### src/rtl/uart_rx_framer.sv
// uart_rx_framer: UART receive framer.
// Brings the asynchronous serial line into the clock domain with a 2-flop
// synchronizer, finds a 1->0 start edge, confirms the start bit at mid-bit,
// shifts in UART_NUM_DATA data bits LSB first and checks the stop bit.
// A good frame loads uart_rdata and pulses uart_vld; a bad frame pulses
// frame_err and leaves uart_rdata untouched.
//
// Optional feature: define UART_RX_PARITY_EN to add an even-parity bit
// between the data bits and the stop bit. Without it, DATA goes directly to STOP.
//
// Constraints: CLK_FREQ/BAUD_RATE must be at least 4 and UART_NUM_DATA at
// least 2.

module uart_rx_framer #(
    parameter int CLK_FREQ      = 50000000,
    parameter int BAUD_RATE     = 115200,
    parameter int UART_NUM_DATA = 8
) (
    input  logic                     clk,
    input  logic                     nrst,
    input  logic                     uart_rx,
    output logic [UART_NUM_DATA-1:0] uart_rdata,
    output logic                     uart_vld,
    output logic                     frame_err
);

    // Clocks per bit period, and the half-period used to confirm the start bit.
    localparam int DIV   = CLK_FREQ / BAUD_RATE;
    localparam int HALF  = DIV / 2;
    localparam int CNT_W = (DIV > 1) ? $clog2(DIV) : 1;
    localparam int BIT_W = $clog2(UART_NUM_DATA + 1);

    typedef enum logic [2:0] {
        ST_IDLE   = 3'd0,
        ST_START  = 3'd1,
        ST_DATA   = 3'd2,
`ifdef UART_RX_PARITY_EN
        ST_PARITY = 3'd3,
`endif
        ST_STOP   = 3'd4
    } state_t;

`ifdef UART_RX_PARITY_EN
    // Even parity over data plus parity bit: any odd total is an error.
    function automatic logic parity_err_f(
        input logic [UART_NUM_DATA-1:0] data,
        input logic                     par_bit
    );
        return (^data) ^ par_bit;
    endfunction
`endif

    // Synchronizer stages; rx_s_q is the first usable sample, rx_s_dly_q
    // is that sample one cycle older for edge detection.
    logic rx_meta_q;
    logic rx_s_q;
    logic rx_s_dly_q;

    state_t                   state_q;
    logic [CNT_W-1:0]         cnt_q;
    logic [BIT_W-1:0]         bit_cnt_q;
    logic [UART_NUM_DATA-1:0] shift_q;
    logic [UART_NUM_DATA-1:0] uart_rdata_q;
    logic                     uart_vld_q;
    logic                     frame_err_q;
`ifdef UART_RX_PARITY_EN
    logic                     par_err_q;
`endif

    logic start_edge_s;
    logic half_pt_s;
    logic bit_end_s;
    logic stop_ok_s;

    assign start_edge_s = rx_s_dly_q & ~rx_s_q;
    assign half_pt_s    = (cnt_q == CNT_W'(HALF - 1));
    assign bit_end_s    = (cnt_q == CNT_W'(DIV - 1));
`ifdef UART_RX_PARITY_EN
    assign stop_ok_s    = rx_s_q & ~par_err_q;
`else
    assign stop_ok_s    = rx_s_q;
`endif

    // Two-flop synchronizer plus one delay stage; reset to the idle-high level
    // so a release from reset never looks like a start edge.
    always_ff @(posedge clk or negedge nrst) begin
        if (!nrst) begin
            rx_meta_q  <= 1'b1;
            rx_s_q     <= 1'b1;
            rx_s_dly_q <= 1'b1;
        end else begin
            rx_meta_q  <= uart_rx;
            rx_s_q     <= rx_meta_q;
            rx_s_dly_q <= rx_s_q;
        end
    end

    // Frame state machine with baud/bit counters, shift register and
    // registered result pulses.
    always_ff @(posedge clk or negedge nrst) begin
        if (!nrst) begin
            state_q      <= ST_IDLE;
            cnt_q        <= {CNT_W{1'b0}};
            bit_cnt_q    <= {BIT_W{1'b0}};
            shift_q      <= {UART_NUM_DATA{1'b0}};
            uart_rdata_q <= {UART_NUM_DATA{1'b0}};
            uart_vld_q   <= 1'b0;
            frame_err_q  <= 1'b0;
`ifdef UART_RX_PARITY_EN
            par_err_q    <= 1'b0;
`endif
        end else begin
            uart_vld_q  <= 1'b0;
            frame_err_q <= 1'b0;
            case (state_q)
                ST_IDLE: begin
                    cnt_q     <= {CNT_W{1'b0}};
                    bit_cnt_q <= {BIT_W{1'b0}};
`ifdef UART_RX_PARITY_EN
                    par_err_q <= 1'b0;
`endif
                    if (start_edge_s) begin
                        state_q <= ST_START;
                    end else begin
                        state_q <= ST_IDLE;
                    end
                end
                ST_START: begin
                    if (half_pt_s) begin
                        cnt_q <= {CNT_W{1'b0}};
                        // Still low at mid start bit: real frame. High: glitch.
                        if (!rx_s_q) begin
                            state_q <= ST_DATA;
                        end else begin
                            state_q <= ST_IDLE;
                        end
                    end else begin
                        cnt_q <= cnt_q + CNT_W'(1);
                    end
                end
                ST_DATA: begin
                    if (bit_end_s) begin
                        cnt_q   <= {CNT_W{1'b0}};
                        shift_q <= {rx_s_q, shift_q[UART_NUM_DATA-1:1]};
                        if (bit_cnt_q == BIT_W'(UART_NUM_DATA - 1)) begin
                            bit_cnt_q <= {BIT_W{1'b0}};
`ifdef UART_RX_PARITY_EN
                            state_q   <= ST_PARITY;
`else
                            state_q   <= ST_STOP;
`endif
                        end else begin
                            bit_cnt_q <= bit_cnt_q + BIT_W'(1);
                        end
                    end else begin
                        cnt_q <= cnt_q + CNT_W'(1);
                    end
                end
`ifdef UART_RX_PARITY_EN
                ST_PARITY: begin
                    if (bit_end_s) begin
                        cnt_q     <= {CNT_W{1'b0}};
                        par_err_q <= parity_err_f(shift_q, rx_s_q);
                        state_q   <= ST_STOP;
                    end else begin
                        cnt_q <= cnt_q + CNT_W'(1);
                    end
                end
`endif
                ST_STOP: begin
                    if (bit_end_s) begin
                        // Leave at mid stop bit so a back-to-back start edge
                        // is seen from the first IDLE cycle.
                        cnt_q   <= {CNT_W{1'b0}};
                        state_q <= ST_IDLE;
                        if (stop_ok_s) begin
                            uart_rdata_q <= shift_q;
                            uart_vld_q   <= 1'b1;
                        end else begin
                            frame_err_q  <= 1'b1;
                        end
                    end else begin
                        cnt_q <= cnt_q + CNT_W'(1);
                    end
                end
                default: begin
                    state_q   <= ST_IDLE;
                    cnt_q     <= {CNT_W{1'b0}};
                    bit_cnt_q <= {BIT_W{1'b0}};
                end
            endcase
        end
    end

    assign uart_rdata = uart_rdata_q;
    assign uart_vld   = uart_vld_q;
    assign frame_err  = frame_err_q;

    uart_rx_framer_chk u_chk (
        .clk       (clk),
        .nrst      (nrst),
        .uart_vld  (uart_vld_q),
        .frame_err (frame_err_q)
    );

endmodule

// Property checker for the result pulses of uart_rx_framer.
module uart_rx_framer_chk (
    input logic clk,
    input logic nrst,
    input logic uart_vld,
    input logic frame_err
);

    // A frame is either accepted or rejected, never both.
    a_vld_err_excl: assert property (@(posedge clk) disable iff (!nrst)
        !(uart_vld && frame_err));

    // Result pulses last exactly one cycle.
    a_vld_pulse: assert property (@(posedge clk) disable iff (!nrst)
        uart_vld |=> !uart_vld);

    a_err_pulse: assert property (@(posedge clk) disable iff (!nrst)
        frame_err |=> !frame_err);

endmodule

### config.mk
export PLATFORM = sky130hd
export DESIGN_NAME = uart_rx_framer
export DESIGN_NICKNAME = d
export VERILOG_FILES = /design/src/rtl/uart_rx_framer.sv
export SDC_FILE = /design/constraint.sdc
export NUM_CORES = 1
export LEC_CHECK = 0
export CAP_MARGIN = 5
export CORE_ASPECT_RATIO = 0.6
export CORE_MARGIN = 8
export CORE_UTILIZATION = 31
export CTS_CLUSTER_DIAMETER = 80
export DETAILED_ROUTE_END_ITERATION = 16
export PLACE_DENSITY_LB_ADDON = 0.05
export SETUP_SLACK_MARGIN = 0.3
export SLEW_MARGIN = 20
export SYNTH_ARGS = -nofsm -noshare
export SYNTH_HDL_FRONTEND = slang
export SYNTH_HIERARCHICAL = 1
export SYNTH_SLANG_ARGS = --single-unit
### constraint.sdc
create_clock -name clk -period 3.6 [get_ports clk]
set_input_delay 0.72 -clock clk [delete_from_list [all_inputs] [get_ports clk]]
set_output_delay 0.72 -clock clk [all_outputs]
set_load 0.03 [all_outputs]
Word level (Yosys, flattened, before mapping):

Cells that the tools add are included.

* flip-flop bits (word level): 37
* word-level logic and storage cells: 51

* add/sub/neg operators: 2
* equality and inequality tests: 10
* mux-type cells: 19
* bitwise logic cells: 3
* reduce and logical (&&, ||, !) cells: 7

Operators with widths (count)
* $mux 9: 2
* $pmux 9 s2: 1
* $mux 3: 4
* $pmux 3 s4: 1
* $add 9x1->9 const B: 1
* $eq 9x8->1 const B: 1
* $eq 9x9->1 const B: 1
* $mux 4: 2
* $ne 2x2->1 const B: 4
* $pmux 4 s2: 1
* $mux 1: 7
* $add 4x1->4 const B: 1
* $eq 4x3->1 const B: 1
* $reduce_and 2->1: 2
* $reduce_and 4->1: 1
* $reduce_or 2->1: 2
* $eq 3x1->1 const B: 1
* $eq 3x2->1 const B: 1
* $eq 3x3->1 const B: 1
* $logic_not 3->1: 1
* $reduce_and 3->1: 1
* $mux 2: 1
* $not 1->1: 2
* $and 1x1->1: 1

Logic depth before layout (Yosys ltp):

* depth after elaboration: 4
* depth in mapped cells: 7
* depth with buffers taken out: 6

Worst setup path before layout:

Ideal clock, no wire load.

* kind: register to register
* start point: reg cnt_q[0]
* end point: reg state_q[2]
* setup time: 0.128 ns
* data arrival time: 1.543 ns
* required time: 3.472 ns
* setup slack: 1.929 ns
* cell stages (with the launch flop): 7
* buffers on the path: 0
* path through: dfrtp_1 > inv_1 > ha_1 > nand2b_1 > or4_4 > a22oi_2 > mux2_1

* word-level cells in the longest chain between the ends: 3

Ends and longest elaborated chain
* from (decl): line 60 `logic [CNT_W-1:0] cnt_q;`
* from (signal assigned): line 103 `cnt_q <= {CNT_W{1'b0}};`
* from (signal assigned): line 117 `cnt_q <= {CNT_W{1'b0}};`
* from (signal assigned): line 130 `cnt_q <= {CNT_W{1'b0}};`
* $eq 9x9->1 or $eq 9x8->1 (tied branches): line 77, 76
* $ne 2x2->1 (no line)
* $reduce_and 4->1 (no line) (*)
* to (signal assigned): line 102 `state_q <= ST_IDLE;`
* to (signal assigned): line 123 `state_q <= ST_START;`
* to (signal assigned): line 125 `state_q <= ST_IDLE;`
* to (decl): line 59 `state_t state_q;`

Every way passes the cells marked *; elsewhere a longest branch is shown, timed or not.
A chain may end at the register's enable or synchronous reset.

Worst setup path after layout:

* start point: reg cnt_q[6]
* end point: reg state_q[2]

Same word-level chain as after synthesis.

==> flow_metrics.tcl <==
set metrics [dict create \
    hold_violations 0 \
    antenna_found_initial 0 \
    setup_viol 0 \
    clock.fmax_mhz 490 \
    hold_slack_ps 357 \
    start_util_pct 32.8 \
    nNetsFinal 163 \
    fin_crit_sh_pct 56.7 \
    place_congestion 0.775 \
    yosys.area.top_type "dfrtp_1" \
    instances_no_fill 223 \
    io_pins 13 \
    yosysWarnings 6 \
    slowest_delay_ps 510 \
    cp.arrival_ps 2210 \
    r2r_start "cnt_q[6]" \
    drt_iter0_drc 45 \
    hold_path_depth 0 \
    die_w_um 111 \
    grt_start_max_net_pins 17 \
    r2r_end "state_q[2]" \
    final_util_pct 38.7 \
    worst_slew_pin_slew_ps 699 \
    crit_path_max_fanout 11 \
    syn-instance-count 139 \
    reg2regPathDepth 4 \
    viasPerCell 4.83 \
    slowest_stage "or4_4" \
    avgSynthCellArea_um2 12.2 \
    postSynth.asyncResetShare_pct 100 \
    yosysUniqueCellTypes 38 \
    clockBufferDepth 2 \
    portBuffers 12 \
    cts_resized 0 \
    diodes 0 \
    ys_top_cells_by_area "dfrtp_1, mux2_2, dfstp_2" \
    synth_edf_count 0 \
    grtUsageTotal_pct 8.59 \
    postCtsSetupBuffers 0 \
    dp.cells 215 \
    min_delay_worst_endpoint "rx_s_q" \
    die_h_um 73.2 \
    root_buffer "clkbuf_8" \
    hold_class "register to register" \
    ant_nets 0 \
    status "complete, no violations" \
    required_ps 3770 \
    yosys.area.top_type_share_pct 50.4 \
    p_leak_nw 0.917 \
    ctsHoldBuffers 0 \
    yosys.cell_count.top_type "dfrtp_1" \
    timing.final.crit_period_ps 2040 \
    grt_pass1_vias 1126 \
    syn_nets 146 \
    r2r_slack_ps 1560 \
    p_per_area_mw_per_mm2 486 \
    rsz0062_at_grt "false" \
    areaGrowthSynthToFinish_pct 18.0 \
    rows 20 \
    fin_setup_tns_ps 0 \
    clk_latency_ps 290 \
    clock_skew_ps 8.40 \
    cts_sinks 37 \
    vias 1076 \
    critPathKind "register to register" \
    clk_pin_slew_ps 70 \
    seq_area_frac_synth_pct 55.0 \
    die_area_mm2 0.00814 \
    holdCritStartpoint "rx_meta_q" \
    slew_violations 0 \
    hpwl_um 2290 \
    cp_cell_sequence "nand4_1, or4_4, a22oi_2, mux2_1" \
    syn-cell-area_mm2 0.00169 \
    synth_commonest_cells "dfrtp_1, nor2_1, mux2_2" \
    h-tree-depth 2 \
    grt_overflow 0 \
    core_mm2 0.00515 \
    dr.pass1.iters 4 \
    slew_headroom_pct 53.3 \
    routed_wl_um 3120 \
    cts_inserted_buffers 5 \
    drc_errors 0 \
    wire_per_inst_um 14.0 \
    ys.flop_type "dfrtp_1" \
    cap_violations 0 \
    grt_pass1_wl_um 5560 \
    endpoint_kind "register" \
    ys_ff_latch 37 \
    cts_tree "yes" \
    cp-start-kind "register" \
    vdd_drop_max_uv 182 \
    final_layout_size_suffix_gt1_share_pct 23.6 \
]
==> where the power goes <==
| group | total, mW | internal [mW] | switching (mW) |
|---|---|---|---|
| logic | 0.138 | 0.0538 | 0.0846 |
| clock network | 0.353 | 0.208 | 0.145 |
| registers | 0.477 | 0.438 | 0.0395 |
| total | 0.969 | 0.699 | 0.269 |
==> worst max path at each step <==
stage / startpoint / endpoint / slack, ps / depth (start not counted)
6_report: cnt_q[6] / state_q[2] / 1560 / 4
5_1_grt: cnt_q[0] / state_q[2] / 1420 / 6
4_1_cts: cnt_q[0] / state_q[2] / 1530 / 6
3_5_place_dp: cnt_q[0] / state_q[2] / 1550 / 6
3_3_place_gp: cnt_q[0] / state_q[2] / 1560 / 6
2_1_floorplan: cnt_q[0] / state_q[2] / 1930 / 6
==> layout make-up <==
cell class,instances,area (µm²)
Multi-Input combinational cell,94,719
Tap cell,66,82.6
Clock inverter,2,38.8
Clock buffer,6,72.6
Fill cell,491,3160
Inverter,4,15.0
Timing Repair Buffer,14,135
Sequential cell,37,930
==> metrics by stage <==
step           power (mW)  cell area [µm²]  setup WS, ps
3_3_place_gp        0.628             1880          1560
3_5_place_dp        0.625             1880          1550
5_1_grt              1.03             1990          1420
6_report            0.969             1990          1560
2_1_floorplan       0.604             1690          1930
4_1_cts             0.987             1990          1530
==> sequential cells by signal (all words and copies together) (netlist names), 3 cells and up <==
name / cells
state_q: 3
uart_rdata: 8
cnt_q: 9
shift_q: 8
bit_cnt_q: 4
==> per-layer routing <==
metal | vias up | track usage, % | wire [µm]
met5 | - | 0 | 0
met2 | 22 | 11.6 | 1250
met3 | 5 | 4.27 | 180
met1 | 533 | 11.3 | 1650
met4 | 0 | 3.08 | 42
li1 | 516 | - | -
==> kinds of logic (layout without fill, tap and decap cells) <==
group,after synthesis,after routing,synth area share [%]
and+or+nand+nor,49,49,16.1
DFF,37,37,55.0
muxes,19,19,12.6
AOI/OAI and AO/OA,12,12,5.70
xor gates and xnor gates,10,10,5.19
buffers and inverters,8,26,2.37
adders and majority gates,4,4,2.96
==> layout by cell type, fill, tap and decap left out, drive strengths merged, types with 2 or more instances in the layout <==
cell and n:
buf 2, clkbuf 6, clkdlybuf4s50 12, dfrtp 34
dfstp 3, ha 4, inv 4, mux2 18
nand2 4, nand2b 3, nand3 7, nand3b 2
nor2 18, nor2b 3, nor3 3, o211ai 2
o21ai 3, xnor2 7, xor2 3
==> worst max-delay path: cells and delay by family (launching register included) <==
family             cells  cell delay, ps
AOI/OAI and AO/OA      1             450
DFF                    1             440
muxes                  1             370
and+or+nand+nor        2             660
Power figures use the tool's default switching activity.
